[config.mk]
export PLATFORM = sky130hd
export DESIGN_NAME = cxd2545_sector_sequencer
export DESIGN_NICKNAME = d
export VERILOG_FILES = /design/src/rtl/cxd2545_sector_sequencer.sv
export SDC_FILE = /design/constraint.sdc
export NUM_CORES = 1
export LEC_CHECK = 0
export CORE_MARGIN = 2
export CORE_UTILIZATION = 50
export DETAILED_ROUTE_END_ITERATION = 12
export PLACE_DENSITY = 0.78
export SYNTH_ARGS = -nofsm -noshare
export SYNTH_HDL_FRONTEND = slang
export SYNTH_SLANG_ARGS = --single-unit
[constraint.sdc]
create_clock -name sys_clk -period 2.75 [get_ports sys_clk]
set_input_delay 0.55 -clock sys_clk [delete_from_list [all_inputs] [get_ports sys_clk]]
set_output_delay 0.55 -clock sys_clk [all_outputs]
set_load 0.01 [all_outputs]
[src/rtl/cxd2545_sector_sequencer.sv]
// Sector-aligned serializer from the drain DMA word stream onto the CXD2545
// BCLK/LRCK/DATA/C2PO pins, with SCOR per sector and sticky error flags.
module cxd2545_sector_sequencer #(
  parameter int WORDS_PER_SECTOR = 1176,
  parameter int BITS_PER_WORD    = 16
) (
  input  logic                     sys_clk,
  input  logic                     reset_n,
  input  logic                     enable,
  input  logic                     speed2x,
  input  logic                     tick_2x,
  input  logic [BITS_PER_WORD-1:0] s_data,
  input  logic                     s_sector_start,
  input  logic                     s_valid,
  output logic                     s_ready,
  output logic                     cd_bclk,
  output logic                     cd_lrck,
  output logic                     cd_data,
  output logic                     cd_c2po,
  output logic                     scor,
  output logic [15:0]              sector_count,
  output logic                     underrun,
  output logic                     sync_err,
  input  logic                     clr
);

  localparam int CW  = $clog2(WORDS_PER_SECTOR);
  localparam int BW  = $clog2(BITS_PER_WORD);
  localparam int MSB = BITS_PER_WORD - 1;

  typedef enum logic [1:0] {IDLE, SYNC, RUN} state_t;

  state_t                   state_q, state_d;
  logic                     div_q, div_d, spd_q, spd_d, first_q, first_d, stop_q, stop_d;
  logic                     bclk_q, bclk_d, lrck_q, lrck_d, data_q, data_d;
  logic                     c2po_q, c2po_d, scor_q, scor_d;
  logic                     underrun_q, underrun_d, sync_err_q, sync_err_d;
  logic [BITS_PER_WORD-1:0] shreg_q, shreg_d, word_in;
  logic [BW-1:0]            bit_q, bit_d;
  logic [CW-1:0]            cnt_q, cnt_d, cnt_next;
  logic [15:0]              sec_q, sec_d;
  logic                     eff;

  always_ff @(posedge sys_clk or negedge reset_n) begin
    if (!reset_n) begin
      state_q    <= IDLE;
      div_q      <= 1'b0;
      spd_q      <= 1'b0;
      first_q    <= 1'b0;
      stop_q     <= 1'b0;
      bclk_q     <= 1'b0;
      lrck_q     <= 1'b0;
      data_q     <= 1'b0;
      c2po_q     <= 1'b0;
      scor_q     <= 1'b0;
      underrun_q <= 1'b0;
      sync_err_q <= 1'b0;
      shreg_q    <= '0;
      bit_q      <= '0;
      cnt_q      <= '0;
      sec_q      <= '0;
    end else begin
      state_q    <= state_d;
      div_q      <= div_d;
      spd_q      <= spd_d;
      first_q    <= first_d;
      stop_q     <= stop_d;
      bclk_q     <= bclk_d;
      lrck_q     <= lrck_d;
      data_q     <= data_d;
      c2po_q     <= c2po_d;
      scor_q     <= scor_d;
      underrun_q <= underrun_d;
      sync_err_q <= sync_err_d;
      shreg_q    <= shreg_d;
      bit_q      <= bit_d;
      cnt_q      <= cnt_d;
      sec_q      <= sec_d;
    end
  end

  always_comb begin
    state_d    = state_q;
    div_d      = div_q;
    spd_d      = spd_q;
    first_d    = first_q;
    stop_d     = stop_q;
    bclk_d     = bclk_q;
    lrck_d     = lrck_q;
    data_d     = data_q;
    c2po_d     = c2po_q;
    scor_d     = scor_q;
    underrun_d = underrun_q;
    sync_err_d = sync_err_q;
    shreg_d    = shreg_q;
    bit_d      = bit_q;
    cnt_d      = cnt_q;
    sec_d      = sec_q;
    s_ready    = 1'b0;
    word_in    = '0;
    cnt_next   = '0;
    eff        = tick_2x & (spd_q | div_q);

    // Clear first so that a flag being set in the same cycle wins.
    if (clr) begin
      underrun_d = 1'b0;
      sync_err_d = 1'b0;
    end

    case (state_q)
      IDLE: if (enable) state_d = SYNC;

      SYNC: begin
        s_ready = enable;
        if (!enable) begin
          state_d = IDLE;
        end else if (s_valid && s_sector_start) begin
          state_d = RUN;
          shreg_d = s_data;
          cnt_d   = '0;
          spd_d   = speed2x;
          first_d = 1'b1;
          stop_d  = 1'b0;
          div_d   = 1'b0;
        end
      end

      RUN: begin
        if (tick_2x) div_d = ~div_q;
        if (!enable) stop_d = 1'b1;
        if (eff) begin
          // Word 0 arrives with BCLK already low, so its first edge only drives data.
          if (first_q) begin
            first_d = 1'b0;
            lrck_d  = 1'b1;
            data_d  = shreg_q[MSB];
            shreg_d = shreg_q << 1;
            bit_d   = BW'(BITS_PER_WORD - 1);
            c2po_d  = 1'b0;
            scor_d  = 1'b1;
          end else if (!bclk_q) begin
            bclk_d = 1'b1;
          end else if (bit_q != '0) begin
            bclk_d  = 1'b0;
            data_d  = shreg_q[MSB];
            shreg_d = shreg_q << 1;
            bit_d   = bit_q - 1'b1;
          end else if ((stop_q || !enable) && !lrck_q) begin
            state_d = IDLE;
            bclk_d  = 1'b0;
            lrck_d  = 1'b0;
            data_d  = 1'b0;
            c2po_d  = 1'b0;
            scor_d  = 1'b0;
            div_d   = 1'b0;
            stop_d  = 1'b0;
          end else begin
            s_ready = 1'b1;
            bclk_d  = 1'b0;
            lrck_d  = ~lrck_q;
            if (!lrck_q) spd_d = speed2x;
            cnt_next = (cnt_q == CW'(WORDS_PER_SECTOR - 1)) ? '0 : cnt_q + 1'b1;
            if (cnt_next == '0) sec_d = sec_q + 16'd1;
            if (s_valid) begin
              word_in = s_data;
              c2po_d  = 1'b0;
              if (s_sector_start && cnt_next != '0) begin
                sync_err_d = 1'b1;
                cnt_next   = '0;
                sec_d      = sec_q + 16'd1;
              end else if (cnt_next == '0 && !s_sector_start) begin
                sync_err_d = 1'b1;
              end
            end else begin
              word_in    = '0;
              c2po_d     = 1'b1;
              underrun_d = 1'b1;
            end
            cnt_d   = cnt_next;
            scor_d  = (cnt_next < CW'(2));
            data_d  = word_in[MSB];
            shreg_d = word_in << 1;
            bit_d   = BW'(BITS_PER_WORD - 1);
          end
        end
      end

      default: state_d = IDLE;
    endcase
  end

  assign cd_bclk      = bclk_q;
  assign cd_lrck      = lrck_q;
  assign cd_data      = data_q;
  assign cd_c2po      = c2po_q;
  assign scor         = scor_q;
  assign sector_count = sec_q;
  assign underrun     = underrun_q;
  assign sync_err     = sync_err_q;

endmodule

==> flow_metrics.env <==
export IMPL_status="complete, no violations"
export IMPL_clk_latency_ns=0.34
export IMPL_die_y_um=89.1
export IMPL_power_switching_uw=965
export IMPL_power_total_mw=2.98
export IMPL_max_slew_margin=0.549
export IMPL_ant_nets=0
export IMPL_powerDensity_mw_per_mm2=669
export IMPL_critPathRequiredTime_ns=2.20
export IMPL_synthFlopType="dfrtp_1"
export IMPL_synthTopCellsByArea="dfrtp_1 (41%), nand3_1 (6.9%), nand2_1 (6.5%)"
export IMPL_cts_buffer_depth=2
export IMPL_ys_types=58
export IMPL_crit_path_start="bit_q[0]$_DFFE_PN0P_"
export IMPL_path_class="register to primary output"
export IMPL_vdd_drop_max_mv=0.471
export IMPL_cts_root_buf="clkbuf_8"
export IMPL_r2r_start="cnt_q[0]$_DFFE_PN0P_"
export IMPL_synth_nets=440
export IMPL_drt_iter0_drc=233
export IMPL_cts_setup_buffers=0
export IMPL_crit_buf_inv=2
export IMPL_max_slew_worst_pin_slew_ns=0.677
export IMPL_cts_buffers=9
export IMPL_r2r_end="sector_count[1]$_DFFE_PN0P_"
export IMPL_placed_area_mm2=0.00423
export IMPL_clock_skew_ns=0.0109
export IMPL_utilization=0.624
export IMPL_r2r_slack_ns=0.28
export IMPL_drive_gt1_frac=0.123
export IMPL_syn_avg_cell_area_um2=8.83
export IMPL_antenna_found_initial=0
export IMPL_yosys_warnings=0
export IMPL_avgRoutedWirePerCell_um=14.7
export IMPL_leakagePower_nw=1.93
export IMPL_rows=31
export IMPL_firstDrtPassIters=4
export IMPL_start_util=0.507
export IMPL_grt_max_degree=44
export IMPL_path_cells="inv_1, ha_1, nor4b_4, and3_1, nand2_1, a21boi_0, dlygate4sd2_1"
export IMPL_rsz0062_at_grt="no"
export IMPL_cp_endpoint="s_ready"
export IMPL_grt_pass1_vias=2942
export IMPL_cp_top_family="simple AND/OR/NAND/NOR gates"
export IMPL_pwr_share_clk=0.303
export IMPL_cts_hold_fix_buffers=0
export IMPL_final_hold_violation_count=0
export IMPL_die_area_mm2=0.00794
export IMPL_cts_tree="built"
export IMPL_p_int_mw=2.02
export IMPL_wirelength_mm=8.31
export IMPL_syn_cell_area_mm2=0.00362
export IMPL_grt_pass1_wl_mm=13.7
export IMPL_fin_crit_sh=0.932
export IMPL_ios=48
export IMPL_cts_htree_levels=3
export IMPL_dp_cells=549
export IMPL_ctsResizeCount=1
export IMPL_num_antenna_cells=0
export IMPL_viasPerCell=5.64
export IMPL_yosysTopAreaCell="dfrtp_1"
export IMPL_seq_area_frac_synth=0.415
export IMPL_netlist_area_leader_share=0.415
export IMPL_syn_inst=410
export IMPL_io_buffers=47
export IMPL_dieWidth_um=89.1
export IMPL_place_hpwl_mm=5.71
export IMPL_setup_viol=0
export IMPL_pwr_share_comb=0.278
export IMPL_syn_to_final_growth_pct=23.0
export IMPL_synth_async_sr_flop_share=1.00
export IMPL_cap_violations=0
export IMPL_fin_cells=564
export IMPL_fmaxAchievable_mhz=390
export IMPL_period_minus_slack_ns=2.56
export IMPL_cp_max_fo=4
export IMPL_final_area_mm2=0.00445
export IMPL_arrival_ns=2.01
export IMPL_core_area_mm2=0.00714
export IMPL_ys_ff_latch=60
export IMPL_routabilityCongestion=0.875
export IMPL_clk_pin_slew_worst_paths_ns=0.06
export IMPL_drcViolationCount=0
export IMPL_vias=3180
export IMPL_grt_total_usage=0.221
export IMPL_start_kind="register"
export IMPL_final_nets=491
export IMPL_power_frac_seq=0.420
export IMPL_path_depth=7
export IMPL_cts_sinks=60
export IMPL_cp_end_kind="primary output"
export IMPL_drv_slew=0
export IMPL_cpMaxStageDelayCell="dfrtp_1"
export IMPL_netSwitchingFraction=0.324
export IMPL_grt_ovfl_total=0
export IMPL_critPathMaxStageDelay_ns=0.40
export IMPL_worstHoldPathType="input port to async pin"
export IMPL_synth_edff_count=0
export IMPL_reg2reg_depth=7
==> worst min path at each step <==
stage                                               to  cells after the start                          from
after floorplan                   bit_q[0]$_DFFE_PN0P_                      0                       reset_n
after global placement    sector_count[15]$_DFFE_PN0P_                      1  sector_count[15]$_DFFE_PN0P_
after detailed placement  sector_count[15]$_DFFE_PN0P_                      1  sector_count[15]$_DFFE_PN0P_
after CTS                 sector_count[10]$_DFFE_PN0P_                      1                       reset_n
after global routing       sector_count[6]$_DFFE_PN0P_                      1                       reset_n
final                             cnt_q[4]$_DFFE_PN0P_                      1                       reset_n
==> cell usage after synthesis (all sizes together), types with 4 or more instances <==
cell type  instances
nor2              25
o22ai              4
nand2             63
nor3               9
a31oi              4
clkbuf            14
inv               10
and2               4
xor2              16
nand2b             4
nand3             52
and3               7
nor4b              7
ha                 6
nor4               8
nand4              9
a21oi             10
buf               12
dfrtp             60
o21ai             48
==> flip-flops by register name, summed over array words and instances, names as in the netlist <==
signal / flops
cd_c2po: 1
sector_count: 16
bit_q: 4
state_q: 2
cnt_q: 11
cd_data: 1
sync_err: 1
stop_q: 1
shreg_q: 16
spd_q: 1
cd_lrck: 1
first_q: 1
underrun: 1
scor: 1
div_q: 1
cd_bclk: 1
==> power by group through the flow <==
| stage | sequential (mW) | clock, mW | combinational, mW |
|---|---|---|---|
| after floorplan | 1.24 | 0 | 0.517 |
| after global placement | 1.25 | 0 | 0.797 |
| after detailed placement | 1.26 | 0 | 0.825 |
| after CTS | 1.25 | 0.919 | 0.831 |
| after global routing | 1.28 | 0.959 | 0.935 |
| final | 1.25 | 0.902 | 0.828 |
==> per-stage QoR <==
step	setup WS, ns	setup TNS, ns	hold slack [ns]
global route	0.0270	0	0.294
detailed placement	-0.0640	-0.0640	0.466
global placement	-0.0326	-0.0326	0.457
finish	0.188	0	0.249
floorplan	0.463	0	0.254
CTS	0.184	0	0.260
==> routing by layer <==
layer | part of all wire | global-route usage | up-vias
li1 | - | - | 1563
met1 | 0.45 | 0.295 | 1512
met5 | 0 | 0 | -
met4 | 0.015 | 0.0909 | 0
met2 | 0.49 | 0.361 | 93
met3 | 0.049 | 0.0342 | 12
==> layout by cell type (no fill, tap or decap), types with 3 or more instances in the layout <==
| master | netlist | layout |
|---|---|---|
| a21boi_0 | 3 | 3 |
| a21o_1 | 3 | 3 |
| a21oi_1 | 9 | 9 |
| a31oi_1 | 4 | 4 |
| a41oi_1 | 3 | 3 |
| and2_1 | 4 | 4 |
| and3_1 | 7 | 7 |
| buf_4 | 2 | 17 |
| clkbuf_8 | 0 | 11 |
| clkdlybuf4s50_1 | 0 | 45 |
| dfrtp_1 | 60 | 60 |
| ha_1 | 6 | 6 |
| inv_1 | 10 | 10 |
| nand2_1 | 63 | 63 |
| nand2b_1 | 4 | 4 |
| nand3_1 | 50 | 50 |
| nand4_1 | 8 | 8 |
| nor2_1 | 24 | 24 |
| nor2b_1 | 3 | 3 |
| nor3_1 | 8 | 8 |
| nor4_1 | 3 | 3 |
| nor4_2 | 3 | 3 |
| nor4b_2 | 3 | 3 |
| nor4b_4 | 3 | 3 |
| o21ai_0 | 45 | 45 |
| o21ai_1 | 3 | 3 |
| o22ai_1 | 4 | 4 |
| o31ai_1 | 3 | 3 |
| xnor2_1 | 3 | 3 |
| xor2_1 | 16 | 16 |
==> cell families after synthesis <==
logic type                 after synthesis  synth area share
xor gates and xnor gates                19            0.0460
DFF                                     60             0.415
adders and majority gates                6            0.0207
buffers and inverters                   36            0.0508
and+or+nand+nor                        197             0.308
AOI/OAI and AO/OA                       89             0.151
muxes                                    3           0.00899
==> final cells by class <==
type	count	area [um2]
clock buffers	11	151
repair buffers	66	632
well taps	99	124
inverters	10	37.5
multi-input cells	314	1930
fillers	618	2680
clock inverters	4	72.6
flip-flops and latches	60	1500
Power figures use the tool's default switching activity.
